File: config.mk
export PLATFORM = sky130hd
export DESIGN_NAME = seq_signed_divider_flat
export DESIGN_NICKNAME = d
export VERILOG_FILES = /design/src/rtl/div_pkg.sv /design/src/rtl/seq_signed_divider_if.sv /design/src/rtl/div_step.sv /design/src/rtl/seq_signed_divider.sv /design/src/flat_wrapper.sv
export SDC_FILE = /design/constraint.sdc
export NUM_CORES = 1
export LEC_CHECK = 0
export CORE_UTILIZATION = 55
export CTS_BUF_LIST = sky130_fd_sc_hd__clkbuf_2
export CTS_CLUSTER_DIAMETER = 100
export CTS_CLUSTER_SIZE = 24
export DETAILED_ROUTE_END_ITERATION = 8
export PLACE_DENSITY = 0.78
export SYNTH_ARGS = -nofsm -noshare
export SYNTH_HDL_FRONTEND = slang
export SYNTH_SLANG_ARGS = --single-unit
File: constraint.sdc
create_clock -name clock -period 6.2 [get_ports clock]
set_input_delay 1.86 -clock clock [delete_from_list [all_inputs] [get_ports clock]]
set_output_delay 1.86 -clock clock [all_outputs]
set_load 0.05 [all_outputs]
File: src/rtl/div_pkg.sv
// Shared types and defaults for the sequential signed/unsigned divider.
// DIV_OVERFLOW_EN (optional macro) adds the signed MIN / -1 overflow flag.
package div_pkg;

  localparam int DIV_WIDTH_DEFAULT = 32;

  typedef enum logic [1:0] {
    S_IDLE = 2'd0,
    S_CALC = 2'd1,
    S_FIX  = 2'd2,
    S_DONE = 2'd3
  } div_state_e;

endpackage

File: src/rtl/seq_signed_divider_if.sv
// Request/result bundle for seq_signed_divider; overflow exists only with DIV_OVERFLOW_EN.
// master drives operands and start, slave (the divider) returns status and results.
interface seq_signed_divider_if
  import div_pkg::*;
#(
  parameter int WIDTH = DIV_WIDTH_DEFAULT
);
  logic             start;
  logic             signed_op;
  logic [WIDTH-1:0] dividend;
  logic [WIDTH-1:0] divisor;
  logic             busy;
  logic             done;
  logic [WIDTH-1:0] quotient;
  logic [WIDTH-1:0] remainder;
  logic             div_zero;
`ifdef DIV_OVERFLOW_EN
  logic             overflow;

  modport master (
    output start, signed_op, dividend, divisor,
    input  busy, done, quotient, remainder, div_zero, overflow
  );
  modport slave (
    input  start, signed_op, dividend, divisor,
    output busy, done, quotient, remainder, div_zero, overflow
  );
`else
  modport master (
    output start, signed_op, dividend, divisor,
    input  busy, done, quotient, remainder, div_zero
  );
  modport slave (
    input  start, signed_op, dividend, divisor,
    output busy, done, quotient, remainder, div_zero
  );
`endif
endinterface

File: src/rtl/div_step.sv
// One combinational restoring-division iteration: shift in the next dividend bit,
// trial-subtract the divisor, keep the difference when it does not borrow.
module div_step #(
  parameter int WIDTH = 32
) (
  input  logic [WIDTH-1:0] rem_i,
  input  logic [WIDTH-1:0] dvs_i,
  input  logic             bit_i,
  output logic [WIDTH-1:0] rem_o,
  output logic             qbit_o
);
  logic [WIDTH:0] shifted;
  logic [WIDTH:0] diff;

  // rem_i < dvs_i always holds, so diff[WIDTH] is exactly the borrow
  always_comb begin
    shifted = {rem_i, bit_i};
    diff    = shifted - {1'b0, dvs_i};
    qbit_o  = ~diff[WIDTH];
    rem_o   = qbit_o ? diff[WIDTH-1:0] : shifted[WIDTH-1:0];
  end
endmodule

File: src/rtl/seq_signed_divider.sv
// Sequential restoring divider, done WIDTH+2 cycles after accept (1 cycle on divide-by-zero).
// start is ignored while busy; DIV_OVERFLOW_EN adds the overflow flag for signed MIN / -1.
module seq_signed_divider
  import div_pkg::*;
#(
  parameter int WIDTH = DIV_WIDTH_DEFAULT
) (
  input logic                 clock,
  input logic                 reset_n,
  seq_signed_divider_if.slave bus
);
  localparam int CNT_W = $clog2(WIDTH);

  div_state_e       state_q;
  logic             busy_q;
  logic             done_q;
  logic [WIDTH-1:0] quo_q;
  logic [WIDTH-1:0] rem_q;
  logic [WIDTH-1:0] dvs_q;
  logic [CNT_W-1:0] cnt_q;
  logic             neg_quo_q;
  logic             neg_rem_q;
  logic             dz_q;
  logic [WIDTH-1:0] quotient_q;
  logic [WIDTH-1:0] remainder_q;
  logic             div_zero_q;
`ifdef DIV_OVERFLOW_EN
  logic             ovf_q;
  logic             overflow_q;
`endif

  logic             dvd_neg_d;
  logic             dvs_neg_d;
  logic [WIDTH-1:0] dvd_mag_d;
  logic [WIDTH-1:0] dvs_mag_d;
  logic [WIDTH-1:0] step_rem_d;
  logic             step_qbit_d;

  always_comb begin
    dvd_neg_d = bus.signed_op & bus.dividend[WIDTH-1];
    dvs_neg_d = bus.signed_op & bus.divisor[WIDTH-1];
    dvd_mag_d = dvd_neg_d ? -bus.dividend : bus.dividend;
    dvs_mag_d = dvs_neg_d ? -bus.divisor  : bus.divisor;
  end

  div_step #(.WIDTH(WIDTH)) u_step (
    .rem_i  (rem_q),
    .dvs_i  (dvs_q),
    .bit_i  (quo_q[WIDTH-1]),
    .rem_o  (step_rem_d),
    .qbit_o (step_qbit_d)
  );

  always_ff @(posedge clock or negedge reset_n) begin
    if (!reset_n) begin
      state_q     <= S_IDLE;
      busy_q      <= 1'b0;
      done_q      <= 1'b0;
      quo_q       <= '0;
      rem_q       <= '0;
      dvs_q       <= '0;
      cnt_q       <= '0;
      neg_quo_q   <= 1'b0;
      neg_rem_q   <= 1'b0;
      dz_q        <= 1'b0;
      quotient_q  <= '0;
      remainder_q <= '0;
      div_zero_q  <= 1'b0;
`ifdef DIV_OVERFLOW_EN
      ovf_q       <= 1'b0;
      overflow_q  <= 1'b0;
`endif
    end else begin
      done_q <= 1'b0;
      case (state_q)
        S_IDLE: begin
          // busy stays high through the done cycle, so a start there is dropped
          if (done_q) begin
            busy_q <= 1'b0;
          end else if (bus.start && !busy_q) begin
            busy_q    <= 1'b1;
            cnt_q     <= '0;
            dvs_q     <= dvs_mag_d;
            neg_quo_q <= dvd_neg_d ^ dvs_neg_d;
            neg_rem_q <= dvd_neg_d;
`ifdef DIV_OVERFLOW_EN
            ovf_q     <= bus.signed_op && (bus.dividend == {1'b1, {(WIDTH-1){1'b0}}})
                         && (bus.divisor == '1);
`endif
            if (bus.divisor == '0) begin
              quo_q   <= '1;
              rem_q   <= bus.dividend;
              dz_q    <= 1'b1;
              state_q <= S_DONE;
            end else begin
              quo_q   <= dvd_mag_d;
              rem_q   <= '0;
              dz_q    <= 1'b0;
              state_q <= S_CALC;
            end
          end
        end
        S_CALC: begin
          quo_q <= {quo_q[WIDTH-2:0], step_qbit_d};
          rem_q <= step_rem_d;
          cnt_q <= cnt_q + CNT_W'(1);
          if (cnt_q == CNT_W'(WIDTH - 1)) begin
            state_q <= S_FIX;
          end
        end
        S_FIX: begin
          if (neg_quo_q) quo_q <= -quo_q;
          if (neg_rem_q) rem_q <= -rem_q;
          state_q <= S_DONE;
        end
        S_DONE: begin
          done_q      <= 1'b1;
          quotient_q  <= quo_q;
          remainder_q <= rem_q;
          div_zero_q  <= dz_q;
`ifdef DIV_OVERFLOW_EN
          overflow_q  <= ovf_q;
`endif
          state_q     <= S_IDLE;
        end
        default: state_q <= S_IDLE;
      endcase
    end
  end

  assign bus.busy      = busy_q;
  assign bus.done      = done_q;
  assign bus.quotient  = quotient_q;
  assign bus.remainder = remainder_q;
  assign bus.div_zero  = div_zero_q;
`ifdef DIV_OVERFLOW_EN
  assign bus.overflow  = overflow_q;
`endif

endmodule
File: src/flat_wrapper.sv
// flat-port wrapper written by rule: the top's interface ports become plain ports
module seq_signed_divider_flat import div_pkg::*;
#(
  parameter int WIDTH = DIV_WIDTH_DEFAULT
)
  (clock, reset_n, bus_start, bus_signed_op, bus_dividend, bus_divisor, bus_busy, bus_done, bus_quotient, bus_remainder, bus_div_zero);
  seq_signed_divider_if #(.WIDTH(WIDTH)) bus_i ();
  input logic clock;
  input logic reset_n;
  input wire logic [$bits(bus_i.start)-1:0] bus_start;
  input wire logic [$bits(bus_i.signed_op)-1:0] bus_signed_op;
  input wire logic [$bits(bus_i.dividend)-1:0] bus_dividend;
  input wire logic [$bits(bus_i.divisor)-1:0] bus_divisor;
  output wire logic [$bits(bus_i.busy)-1:0] bus_busy;
  output wire logic [$bits(bus_i.done)-1:0] bus_done;
  output wire logic [$bits(bus_i.quotient)-1:0] bus_quotient;
  output wire logic [$bits(bus_i.remainder)-1:0] bus_remainder;
  output wire logic [$bits(bus_i.div_zero)-1:0] bus_div_zero;
  assign bus_i.start = bus_start;
  assign bus_i.signed_op = bus_signed_op;
  assign bus_i.dividend = bus_dividend;
  assign bus_i.divisor = bus_divisor;
  assign bus_busy = bus_i.busy;
  assign bus_done = bus_i.done;
  assign bus_quotient = bus_i.quotient;
  assign bus_remainder = bus_i.remainder;
  assign bus_div_zero = bus_i.div_zero;
  seq_signed_divider #(.WIDTH(WIDTH)) u_core (.clock(clock), .reset_n(reset_n), .bus(bus_i));
endmodule
Word-level counts from Yosys, hierarchy flattened. Index checks and enable logic that the tools add are counted.

Register bits: 173. Word-level logic and storage cells: 71.

$add $sub $neg: 6. Eq/ne operators: 9. Mux-type cells: 25. Bitwise gates (word level): 5. Reductions and logical operators: 13.

Operator list (number): two-way mux 32 bit (11); case mux 32 bit (3 select lines) (2); negation 32 bit (4); subtractor 33 x 32 -> 33 bit (1); zero test 32 bit (1); two-way mux 5 bit (2); case mux 5 bit (2 select lines) (1); AND reduction 3 bit (3); two-way mux 2 bit (4); != test 2 x 1 -> 1 bit (second input constant) (4); case mux 2 bit (4 select lines) (1); AND reduction 4 bit (2); adder 5 x 1 -> 5 bit (second input constant) (1); equality test 5 bit (second input constant) (1); equality test 2 bit (second input constant) (2); two-way mux 1 bit (4); nonzero test 2 bit (2); nonzero test 3 bit (1); bitwise AND 1 bit (2); equality test 2 x 1 -> 1 bit (second input constant) (1); zero test 2 bit (1); != test 2 bit (second input constant) (1); inverter 1 bit (2); AND reduction 2 bit (1); 3 further kinds (3).

Logic depth before layout (Yosys ltp).
Depth after elaboration: 6. Depth in mapped cells: 14.

By module. A second synthesis with hierarchy kept.

Cells, all modules: 1447. Area total of the unflattened synthesis: 12504.5 sq um.

Modules (own cells, without submodules): seq_signed_divider (instances 1, cells each 1136, area each 10248.6 sq um, sequential area each 4329.2 sq um); div_step (instances 1, cells each 311, area each 2255.9 sq um, sequential area each 0.0 sq um).

Worst setup path before layout. Ideal clock, no wire load.

Kind: in2reg. Start point: in bus_divisor[8]. End point: reg u_core.rem_q[9]. Setup time: 65 ps. Arrival time: 4187 ps. Path slack: 1949 ps. Stages: 9. Path buffers: 2. Path through: or4_1 -> nor4_1 -> nand4b_1 -> nor4_2 -> buf_2 -> buf_2 -> a21oi_1 -> a221oi_1 -> o21a_1.

Longest elaborated chain between the ends: 5.

Ends and longest elaborated chain: start, declared (RTL line flat_wrapper.sv:13) `input wire logic [$bits(bus_i.divisor)-1:0] bus_divisor;`; zero test 32 bit (RTL line seq_signed_divider.sv:90) `if (bus.divisor == '0) begin`; two-way mux 32 bit (RTL line seq_signed_divider.sv:90); two-way mux 32 bit (RTL line seq_signed_divider.sv:80) `end else if (bus.start && !busy_q) begin`; two-way mux 32 bit (RTL line seq_signed_divider.sv:78) `if (done_q) begin`; case mux 32 bit (3 select lines) (RTL line seq_signed_divider.sv:75) `case (state_q)`; end signal, assigned (RTL line seq_signed_divider.sv:92) `rem_q <= bus.dividend;`; end signal, assigned (RTL line seq_signed_divider.sv:105) `rem_q <= step_rem_d;`; end signal, assigned (RTL line seq_signed_divider.sv:113) `if (neg_rem_q) rem_q <= -rem_q;`; end, declared (RTL line seq_signed_divider.sv:18) `logic [WIDTH-1:0] rem_q;`.

Every way passes these cells. The select of a mux whose other input is x is not followed. A chain may end at the register's enable or synchronous reset.

Worst setup path after layout.
Start point: in bus_divisor[8]. End point: reg u_core.quo_q[5].

Longest elaborated chain between the ends: 5.

Ends and longest elaborated chain: zero test 32 bit (RTL line seq_signed_divider.sv:90); two-way mux 32 bit (RTL line seq_signed_divider.sv:90); two-way mux 32 bit (RTL line seq_signed_divider.sv:80); two-way mux 32 bit (RTL line seq_signed_divider.sv:78); case mux 32 bit (3 select lines) (RTL line seq_signed_divider.sv:75); end signal, assigned (RTL line seq_signed_divider.sv:96) `quo_q <= dvd_mag_d;`; end signal, assigned (RTL line seq_signed_divider.sv:104) `quo_q <= {quo_q[WIDTH-2:0], step_qbit_d};`; end signal, assigned (RTL line seq_signed_divider.sv:112) `if (neg_quo_q) quo_q <= -quo_q;`; end, declared (RTL line seq_signed_divider.sv:17) `logic [WIDTH-1:0] quo_q;`.

Every way passes these cells. The select of a mux whose other input is x is not followed.

==> impl_metrics.csv <==
group,metric,value,unit
synth,yosysMostFrequentCell,"nand2_1",
setup_path,critPathRequiredTime,6940,ps
setup_path,reg2reg_depth,14,
synth,synth_top_family_by_area,"compound AO/OA/AOI/OAI gates",
timing,setup_viol,0,
timing,hold_viol_final,0,
setup_path,path_class,"primary input to flip-flop",
floorplan,die_w,152.4,um
synth,yosys_most_used_dff,"dfrtp_1",
timing,fin_hold_ws,511.2,ps
timing,slew_headroom,32.73,%
synth,synth_area_per_cell,8.479,um2
placed_design,gp_congestion,1.012,
setup_path,setup.worst_path.start_class,"primary input",
clock_network,clock-sinks,173,
clock_network,htree_num_levels,4,
synth,synth_edf_count,0,
synth,synth_compound_area_share,21.65,%
timing,fin_worst_skew,40.17,ps
global_routing,grt_max_degree,98,
floorplan,fp.dieH,152.4,um
floorplan,core,22030,um2
synth,synth_xor_area_share,8.655,%
clock_network,cts_setup_buffers,0,
synth,synth-seq-cells,173,
synth,yosys_warnings,0,
setup_path,critical_path_arrival,5150,ps
placed_design,portBuffers,134,
synth,synthMuxAreaShare,8.233,%
drt,wl_per_cell,19.57,um
synth,synth_top_area_share,34.78,%
timing,setup_ws,1787,ps
cells_and_area,multi_input_area,7553,um2
cells_and_area,num-fill-cells,1880,
worst_hold_path,hold_path_depth,2,
synth,syn_nets,1579,
drt,vias,11590,
run,drv_cap,0,
setup_path,endpoint_kind,"flip-flop",
clock_network,clockRootBuffer,"clkbuf_2",
drt,drt-pass1-iter-count,9,
timing,final_max_slew_viol_count,0,
outcome,status,"finished with violations",
floorplan,dieArea,23240,um2
timing,setup_tns,0,ps
synth,synth_common_cells,"186 x nand2_1, 173 x dfrtp_1, 120 x o21ai_0, 99 x a21oi_1, 94 x nor2_1",
clock_network,ctsResizeCount,0,
clock_network,numCtsBuffers,17,
global_routing,grt_pass1_vias,10860,
synth,netlist_instances,1468,
global_routing,grt_pass1_wl,57830,um
synth,async_flop_share,100.0,%
drt,vias_per_cell,6.284,
setup_path,worstPathMaxFanout,32,
global_routing,overflow,0,
global_routing,antenna_found_initial,1,
placed_design,dp_hpwl,26400,um
synth,yosys.area_share.adder,4.383,%
cells_and_area,final_net_count,1662,
drt,ant_nets,0,
timing,finalCriticalPeriod,4413,ps
floorplan,row_count,54,
cells_and_area,area_growth,14.21,%
drt,drt_iter0_drc,1067,
floorplan,floorplan.initialDensity,56.51,%
clock_network,clockBufferDepth,2,
cells_and_area,seqCellArea,4329,um2
worst_hold_path,hold_path.class,"flip-flop to flip-flop",
timing,finalCritPeriodShare,71.18,%
synth,yosysUniqueCellTypes,70,
floorplan,io_pins,135,
outcome,violations,"DRC",
timing,rsz0062_at_grt,"false",
drt,drcViolationCount,10,
clock_network,path_clk_slew,260,ps
synth,synth_area_leaders,"dfrtp_1 35%, mux2_2 6.1%, nand2_1 5.6%",
synth,synth_top_area_cell,"dfrtp_1",
placed_design,dp_slack,1027,ps
timing,fmax,226.6,MHz
clock_network,cts_tree,"done",
clock_network,clkLatencyLatePin,790,ps
global_routing,grtUsageTotal,31.21,%
synth,synthSimpleGateAreaFrac,17.46,%
clock_network,ctsHoldBuffers,0,
timing,tightest_slew,1003,ps
cells_and_area,drive_above_1_share,9.655,%
drt,drt_wl_total,36110,um
synth,ys_seq_area_share,34.78,%
synth,syn_area,12450,um2
==> state kept, by name, indices dropped and copies added (netlist names), 2 cells and up <==
| signal | cells |
|---|---|
| u_core.dvs_q | 32 |
| u_core.rem_q | 32 |
| u_core.state_q | 2 |
| u_core.cnt_q | 5 |
| u_core.quo_q | 32 |
| u_core.bus.quotient | 32 |
| u_core.bus.remainder | 32 |
==> layout by cell type (no fill, tap or decap), drive strengths merged, types with 16 or more instances in the layout <==
cell type      netlist  layout
a21o                23      23
a21oi               99      99
a31oi               27      27
buf                  9      19
clkbuf              79      17
clkdlybuf4s50        0     133
dfrtp              173     173
ha                  42      42
inv                 68      76
mux2                67      67
mux2i               27      27
nand2              186     186
nand3               16      16
nor2                94      94
nor3                28      28
nor4                24      24
o21ai              122     122
o31ai               16      16
xnor2               65      65
xor2                58      58
==> area by class of cell <==
type | instances | share of cell area, %
repair buffers | 152 | 10.39
inverters | 70 | 1.848
multi-input cells | 1137 | 53.13
clock inverters | 15 | 1.091
flip-flops and latches | 173 | 30.45
clock buffers | 17 | 0.5985
well taps | 280 | 2.464
diodes | 1 | 0.01760
==> logic make-up after synthesis <==
kind of cell,after synthesis
compound gates,424
xor+xnor,123
fa+ha+maj,43
buf+inv,158
flops,173
mux,94
simple gates,453
==> critical path, cell delays in order <==
cell and delay, ps:
clkdlybuf4s50_1 450, or4_1 590, nor4_1 340, nand4b_1 350, nor4_4 290, buf_4 380
nor2_1 190, buf_4 250, nand2_1 100, a41o_1 190, a22o_1 140
==> stage by stage <==
step / cell area [um2] / cells / utilization [%]
after global placement: 13970 / 1812 / 63.44
final: 14220 / 1845 / 64.54
after detailed placement: 13970 / 1812 / 63.44
after global routing: 14220 / 1845 / 64.54
after CTS: 14210 / 1844 / 64.53
after floorplan: 12450 / 1468 / -
==> per-layer routing <==
layer,track usage (%),vias to the layer above,share of wire [%]
li1,-,5442,-
met1,43.69,5533,43
met3,4.636,79,8.1
met2,49.86,540,46
met4,10.00,0,2.6
met5,0,-,0
==> worst paths after layout <==
path	endpoint	slack, ps	from
max	u_core.quo_q[5]	1790	bus_divisor[8]
min	u_core.neg_rem_q	510	u_core.neg_rem_q
max reg2reg	u_core.rem_q[1]	2310	u_core.quo_q[31]
min reg2reg	u_core.neg_rem_q	510	u_core.neg_rem_q
max in group asynchronous	u_core.quo_q[6]	4020	reset_n
min in group asynchronous	u_core.cnt_q[2]	1080	reset_n
Power is not shown: default switching activity piles up to over one toggle a cycle in this logic, so the estimate is an artifact.
